<file path="src/rtl/dmem_arbiter.sv">
// Two-port round-robin arbiter in front of a single-port, combinational-read data memory.
// Optional out-of-range checking is compiled in with `define DMEM_BOUNDS_CHECK_EN.
module dmem_arbiter #(
  parameter int DATA_W = 32,
  parameter int ADDR_W = 32,
  parameter int DEPTH  = 32
) (
  input  logic              clk,
  input  logic              rst_n,
  input  logic              req0,
  input  logic              we0,
  input  logic [ADDR_W-1:0] addr0,
  input  logic [DATA_W-1:0] wdata0,
  output logic [DATA_W-1:0] rdata0,
  output logic              ack0,
  input  logic              req1,
  input  logic              we1,
  input  logic [ADDR_W-1:0] addr1,
  input  logic [DATA_W-1:0] wdata1,
  output logic [DATA_W-1:0] rdata1,
  output logic              ack1,
  output logic [ADDR_W-1:0] mem_a,
  output logic              mem_we,
  output logic [DATA_W-1:0] mem_wd,
  input  logic [DATA_W-1:0] mem_rd
`ifdef DMEM_BOUNDS_CHECK_EN
  ,
  output logic              err
`endif
);

`ifdef DMEM_BOUNDS_CHECK_EN
  localparam bit BoundsEn = 1'b1;
`else
  localparam bit BoundsEn = 1'b0;
`endif

  typedef enum logic [1:0] {IDLE, ACCESS, DONE} state_t;

  state_t            state_q;
  logic              last_q;
  logic              sel_q;
  logic              wr_q;
  logic              oob_q;
  logic [ADDR_W-1:0] mem_a_q;
  logic              mem_we_q;
  logic [DATA_W-1:0] mem_wd_q;
  logic              ack0_q, ack1_q;
  logic [DATA_W-1:0] rdata0_q, rdata1_q;
`ifdef DMEM_BOUNDS_CHECK_EN
  logic              err_q;
`endif

  logic              win_d;
  logic              win_we_d;
  logic              win_oob_d;
  logic [ADDR_W-1:0] win_addr_d;
  logic [DATA_W-1:0] win_wd_d;
  logic [DATA_W-1:0] rd_val_d;

  // On a tie the port that did not win last time goes first.
  always_comb begin
    win_d = req1;
    if (req0 && req1) win_d = ~last_q;
  end

  assign win_we_d   = win_d ? we1    : we0;
  assign win_addr_d = win_d ? addr1  : addr0;
  assign win_wd_d   = win_d ? wdata1 : wdata0;
  assign win_oob_d  = BoundsEn && (win_addr_d >= ADDR_W'(DEPTH));
  assign rd_val_d   = oob_q ? '0 : mem_rd;

  always_ff @(posedge clk) begin
    if (!rst_n) begin
      state_q  <= IDLE;
      last_q   <= 1'b1;
      sel_q    <= 1'b0;
      wr_q     <= 1'b0;
      oob_q    <= 1'b0;
      mem_a_q  <= '0;
      mem_we_q <= 1'b0;
      mem_wd_q <= '0;
      ack0_q   <= 1'b0;
      ack1_q   <= 1'b0;
      rdata0_q <= '0;
      rdata1_q <= '0;
`ifdef DMEM_BOUNDS_CHECK_EN
      err_q    <= 1'b0;
`endif
    end else begin
      case (state_q)
        IDLE: begin
          if (req0 || req1) begin
            sel_q    <= win_d;
            last_q   <= win_d;
            wr_q     <= win_we_d;
            oob_q    <= win_oob_d;
            mem_a_q  <= win_addr_d;
            mem_we_q <= win_we_d && !win_oob_d;
            mem_wd_q <= win_wd_d;
            state_q  <= ACCESS;
          end else begin
            mem_we_q <= 1'b0;
          end
        end
        ACCESS: begin
          // Memory read data is captured before the write (if any) lands.
          if (!wr_q || oob_q) begin
            if (sel_q) rdata1_q <= rd_val_d;
            else       rdata0_q <= rd_val_d;
          end
          if (sel_q) ack1_q <= 1'b1;
          else       ack0_q <= 1'b1;
          mem_we_q <= 1'b0;
`ifdef DMEM_BOUNDS_CHECK_EN
          err_q    <= oob_q;
`endif
          state_q  <= DONE;
        end
        DONE: begin
          ack0_q  <= 1'b0;
          ack1_q  <= 1'b0;
`ifdef DMEM_BOUNDS_CHECK_EN
          err_q   <= 1'b0;
`endif
          state_q <= IDLE;
        end
        default: state_q <= IDLE;
      endcase
    end
  end

  assign mem_a  = mem_a_q;
  assign mem_we = mem_we_q;
  assign mem_wd = mem_wd_q;
  assign ack0   = ack0_q;
  assign ack1   = ack1_q;
  assign rdata0 = rdata0_q;
  assign rdata1 = rdata1_q;
`ifdef DMEM_BOUNDS_CHECK_EN
  assign err    = err_q;
`endif

endmodule

</file>
<file path="config.mk">
export PLATFORM = sky130hd
export DESIGN_NAME = dmem_arbiter
export DESIGN_NICKNAME = d
export VERILOG_FILES = /design/src/rtl/dmem_arbiter.sv
export SDC_FILE = /design/constraint.sdc
export NUM_CORES = 1
export LEC_CHECK = 0
export CAP_MARGIN = 20
export CORE_ASPECT_RATIO = 1.4
export CORE_MARGIN = 2
export CORE_UTILIZATION = 39
export DETAILED_ROUTE_END_ITERATION = 16
export GPL_TIMING_DRIVEN = 1
export HOLD_SLACK_MARGIN = 0.15
export PLACE_DENSITY_LB_ADDON = 0.2
export SYNTH_ARGS = -nofsm -noshare
export SYNTH_HDL_FRONTEND = slang
export SYNTH_SLANG_ARGS = --single-unit
export TNS_END_PERCENT = 50
</file>
<file path="constraint.sdc">
create_clock -name clk -period 2.1 [get_ports clk]
set_clock_uncertainty 0.2 [all_clocks]
set_input_delay 0.315 -clock clk [delete_from_list [all_inputs] [get_ports clk]]
set_output_delay 0.315 -clock clk [all_outputs]
set_load 0.03 [all_outputs]
</file>
==> metrics, run 1 <==
status finished clean; Hold Path Class input pin to flop; Avg WL per Cell around 16 um; CP max-delay cell clkdlybuf4s50_1; reg2reg start wr_q$_SDFFE_PN0P_; Yosys top cell by area dfxtp_1; CTS Buf Count 17; # setup viols final 0; RSZ-0062 raised after global routing no; initial antenna violation count 0; CP Buf/Inv Count 1; crit-path max FO 2; hold depth 4; count leader, synth nand2_1; CTS tree yes; Core ar. 13800 um^2; number of DRC markers in iteration 0 approximately 220; Cell variety after synth 25; PD cells 833 nW/um^2; number of synthesized flops with an enable pin 0; hold buffers post-CTS 0; Clock Tree Buf Depth 2; Worst EP required about 1600 ps; Slew HR approximately 68%; routing usage on met1 between 20% and 30%; final slew viol count 0; grt ovf 0; CP Class flop to output pin; Ys Warns 0; Die H 145 um; worst reg2reg path depth 4; share of the synthesized area in the top cell type 49.4%; post-CTS sizing 0; Synth top cells by count nand2_1, dfxtp_1, a21oi_1; slowest stage delay, CP 720 ps; GR Layer Usage met3 8.28%; Synth Flop Type dfxtp_1; Syn Std Cell Area roughly 5500 um^2; Post-Route Utilization 66.8%; Yosys reg bits 136; PortBufs 296; top cells by area, synth dfxtp_1, nand2_1, a311oi_1, a21oi_1, nand3_1; DR vias 5864; Largest delay share family, worst path buffers and inverters; clk sink count 136; hold_sp rst_n; critical path depth in cells 1; site row count around 50; Max-Cap Viols 0; root buffer cell clkbuf_16; worst-margin pin slew 484 ps; Seq/Total Area, Yosys 49.4%; first-pass GRT wire length 28400 um; clock slew at reported path FFs 60 ps; Total Neg Setup Slack 0 ps; Setup crit end kind output pin; pre-CTS setup slack 79.2 ps; final hold vios 0; DRT antenna net count 0; Vias/cell 5.12; fillers 1219; largest net degree at the start of global routing 130; Critical Path Start Type flop; WL final 17900 um; syn avg cell area 8.03 um^2; Worst-Skew Late Latency 410 ps; Worst Setup SP mem_a[3]$_SDFFE_PN0P_; clock period minus worst slack 1980 ps; Area Growth Syn to Fin 67.7%; Async SR Flop Fraction 0%; Worst EP arrival 1460 ps; PnR worst setup slack approximately 120 ps; DRT Pass-1 Iters 4; Leak 3.38 nW; Cell Chain, Critical Path clkdlybuf4s50_1; Initial Util roughly two fifths; GRT Util Overall 23.4%; Die W 105 um; DRC Markers 0; H-tree levels 4; met2 Track Usage GR 40.6%; total setup buffers inserted after CTS 0; syn nets 853; ant diodes 0; DP HPWL between 10000 and 15000 um; VDD IR-drop max just over 400 uV; crit share post-route 94.2%; routability cong. ~0.8; layout cell share with drive strength beyond 1 5.94%; Net count, final 1113; Synth Instances 687; fmax roughly 0.5 GHz; die area 15100 um^2; Ports 297; register area 2720 um^2; Top Usage Layer GRT met2; vias in the first global route between 5000 and 6000; Multi-input gate area 2460 um^2
-- kinds of logic after synthesis --
| logic type | after synthesis | synth area share (%) |
|---|---|---|
| and+or+nand+nor | 276 | 20.8 |
| AOI/OAI and AO/OA | 203 | 23.2 |
| DFF | 136 | 49.4 |
| buffers and inverters | 72 | 6.62 |
-- power breakdown --
group	leakage, nW	switching, mW	total, mW	internal (mW)
sequential	1.12	0.110	2.90	2.79
combinational	1.98	0.997	1.86	0.865
clock	0.285	1.15	2.94	1.79
-- per-stage QoR --
stage / total power, mW / hold WS [ps] / instances / area [um^2]
after floorplan: 3.91 / 245 / 687 / 5520
after global placement: 4.81 / 242 / 1113 / 8670
after detailed placement: 4.82 / 249 / 1113 / 8670
after CTS: 7.80 / 213 / 1145 / 9250
after global routing: 8.05 / 238 / 1145 / 9250
final: 7.70 / 229 / 1145 / 9250
-- sequential cells by signal (all words and copies together), names as in the netlist --
| name | cells |
|---|---|
| ack0 | 1 |
| ack1 | 1 |
| last_q | 1 |
| mem_a | 32 |
| mem_wd | 32 |
| mem_we | 1 |
| rdata0 | 32 |
| rdata1 | 32 |
| sel_q | 1 |
| state_q | 2 |
| wr_q | 1 |
-- final cells by class --
| cell class | instances | area share (%) |
|---|---|---|
| repair buffers | 312 | 35.1 |
| flip-flops and latches | 136 | 29.4 |
| multi-input cells | 479 | 26.6 |
| clock buffers | 19 | 4.79 |
| well taps | 185 | 2.50 |
| clock inverters | 13 | 1.54 |
| inverters | 1 | 0.0406 |
-- worst min-delay path: cells and delay by family --
kind | cells | cell delay, ps
buffers and inverters | 3 | 330
and+or+nand+nor | 1 | 120
-- final timing paths --
kind                                   to  slack [ps]
hold / removal          ack0$_SDFFE_PN0P_         230
hold reg to reg   rdata0[11]$_SDFFE_PN0P_         250
setup / recovery                 mem_a[3]         120
setup reg to reg   rdata0[2]$_SDFFE_PN0P_         290
-- per-layer routing --
| metal | vias up | wire (um) |
|---|---|---|
| li1 | 2940 | - |
| met1 | 2661 | 6970 |
| met2 | 239 | 8980 |
| met3 | 24 | 1540 |
| met4 | 0 | 415 |
| met5 | - | 0 |
-- placed cells by master (no fill, tap or decap) --
master / netlist / final
clkdlybuf4s50_1: 0 / 295
nand2_1: 197 / 197
dfxtp_1: 136 / 136
a21oi_1: 68 / 68
nand3_1: 66 / 66
a311oi_1: 65 / 65
o21ai_0: 34 / 34
o21ai_1: 32 / 32
clkbuf_16: 0 / 17
buf_12: 0 / 13
inv_6: 0 / 4
buf_4: 4 / 4
nor2_1: 5 / 3
clkinv_2: 0 / 3
or2_2: 1 / 2
nor2_4: 0 / 2
nor3b_1: 2 / 2
clkinvlp_4: 0 / 2
bufinv_16: 0 / 2
clkinv_4: 0 / 2
a21bo_2: 1 / 1
a21boi_4: 0 / 1
inv_2: 1 / 1
or4b_2: 0 / 1
nor4bb_4: 0 / 1
a21boi_0: 1 / 1
a221oi_1: 1 / 1
nand2b_1: 1 / 1
nand3b_1: 1 / 1
clkbuf_8: 0 / 1
clkbuf_1: 30 / 1
Note: power is estimated with default switching activity, not from simulation.
==> inputs of run 2 (changes only) <==
Settings changed: REMOVE_ABC_BUFFERS set to 1.
==> metrics, run 2 (same netlist as run 1, synthesis figures left out) <==
status finished clean; grt ovf 0; Critical R2R Capture rdata0[16]$_SDFFE_PN0P_; clock period minus worst slack 2000 ps; # setup viols final 0; Initial Util around 40%; Multi-input gate area 2460 um^2; VDD IR-drop max 466 uV; DR vias ~5800; slowest stage delay, CP 700 ps; Core ar. 13800 um^2; register area roughly 2700 um^2; DP HPWL 12900 um; worst-margin pin slew 486 ps; CP Buf/Inv Count 1; CTS tree yes; DRC Markers 0; reg2reg start state_q[0]$_SDFFE_PN0P_; Setup crit end kind output pin; crit share post-route 95.2%; initial antenna violation count 0; Slew HR 67.6%; Critical Path Start Type flop; Worst R2R Setup Slack 230 ps; WHS Endpoint rdata0[10]$_SDFFE_PN0P_; Placed Area 8680 um^2; PortBufs 296; Avg WL per Cell 16.2 um; root buffer cell clkbuf_16; hold buffers post-CTS 1; clock slew at reported path FFs roughly 60 ps; hold_sp rdata0[10]$_SDFFE_PN0P_; Clock Tree Buf Depth 2; GRT Util Overall 24.3%; crit-path max FO 2; Ports 297; routability cong. 0.780; RSZ-0062 raised after global routing no; Area Growth Syn to Fin 69.5%; Cell Chain, Critical Path clkdlybuf4s50_1; Vias/cell 5.09; Worst Setup SP mem_a[27]$_SDFFE_PN0P_; first-pass GRT wire length 29100 um; CP max-delay cell clkdlybuf4s50_1; final slew viol count 0; post-CTS sizing 0; DRT antenna net count 0; worst hold margin 252 ps; H-tree levels 4; most frequent cells in the layout clkdlybuf4s50_1, nand2_1, dfxtp_1, a21oi_1, nand3_1; clk sink count 136; Die H about 140 um; Leak 3.43 nW; hold depth 2; CP Class flop to output pin; fmax 0.500 GHz; number of DRC markers in iteration 0 277; die area about 15000 um^2; Worst-Skew Late Latency 400 ps; Max-Cap Viols 0; Worst EP required approximately 1600 ps; total setup buffers inserted after CTS 0; most common cell after layout, fill and taps aside clkdlybuf4s50_1; vias in the first global route 5632; Net count, final 1116; Die W 105 um; worst reg2reg path depth 4; final hold vios 0; largest net degree at the start of global routing 129; fin area 9350 um^2; Hold Path Class flop to flop; ant diodes 0; WL final 18600 um; DRT Pass-1 Iters 4; PD cells 864 nW/um^2; fillers 1168; CTS Buf Count 17; site row count slightly above 50; Largest delay share family, worst path buffers and inverters; layout cell share with drive strength beyond 1 about 6.1%; Worst EP arrival 1480 ps
## run 2: cell count changes in the layout (fill, tap and decap cells not counted)
cell and change:
bufinv_16 +3, dlygate4sd3_1 +1, clkinv_2 -2, buf_4 +2, clkinvlp_4 -1
## run 2: worst max-delay path by stage
stage	to	slack (ps)	depth (start not counted)
after floorplan	rdata1[0]$_SDFFE_PN0P_	-3140	2
after global placement	mem_wd[17]$_SDFFE_PN0P_	90	5
after detailed placement	mem_a[6]$_SDFFE_PN0P_	30	5
after CTS	mem_a[27]	70	1
after global routing	mem_a[27]	40	1
final	mem_a[27]	100	1
## run 2: routing by layer
metal	wire, um	GRT usage, %	share of wire (%)
met1	7140	27.0	38
met2	9190	41.8	49
met3	1850	9.67	9.9
met4	410	9.46	2.2
met5	0	0	0
## run 2: final cells by class
| class | count | share of cell area (%) |
|---|---|---|
| tap | 185 | 2.48 |
| multi-input combinational | 479 | 26.4 |
| sequential | 136 | 29.1 |
| inverter | 1 | 0.0401 |
| clock buffer | 19 | 4.74 |
| clock inverter | 13 | 2.30 |
| timing repair buffer | 315 | 35.0 |
## run 2: metrics by stage
stage	std cells	setup slack [ps]	utilization, %	total power [mW]	TNS, ps
floorplan	616	-3140	-	3.81	-183580
global placement	1115	91.2	62.7	4.80	0
detailed placement	1115	30.1	62.7	4.82	0
CTS	1148	69.7	67.5	8.15	0
global route	1148	40.5	67.5	8.41	0
finish	1148	102	67.5	8.08	0
## run 2: where the power goes
| part | total, mW | internal, mW | switching [mW] |
|---|---|---|---|
| Combinational | 1.86 | 0.859 | 0.997 |
| Clock | 3.31 | 2.16 | 1.16 |
| Sequential | 2.91 | 2.79 | 0.118 |
| Total | 8.08 | 5.81 | 2.27 |
## run 2: tightest hold or removal path, delay by kind of cell, from the launching register on
| kind | cells | cell delay, ps |
|---|---|---|
| simple gates | 1 | 50 |
| compound gates | 1 | 50 |
| flops | 1 | 310 |
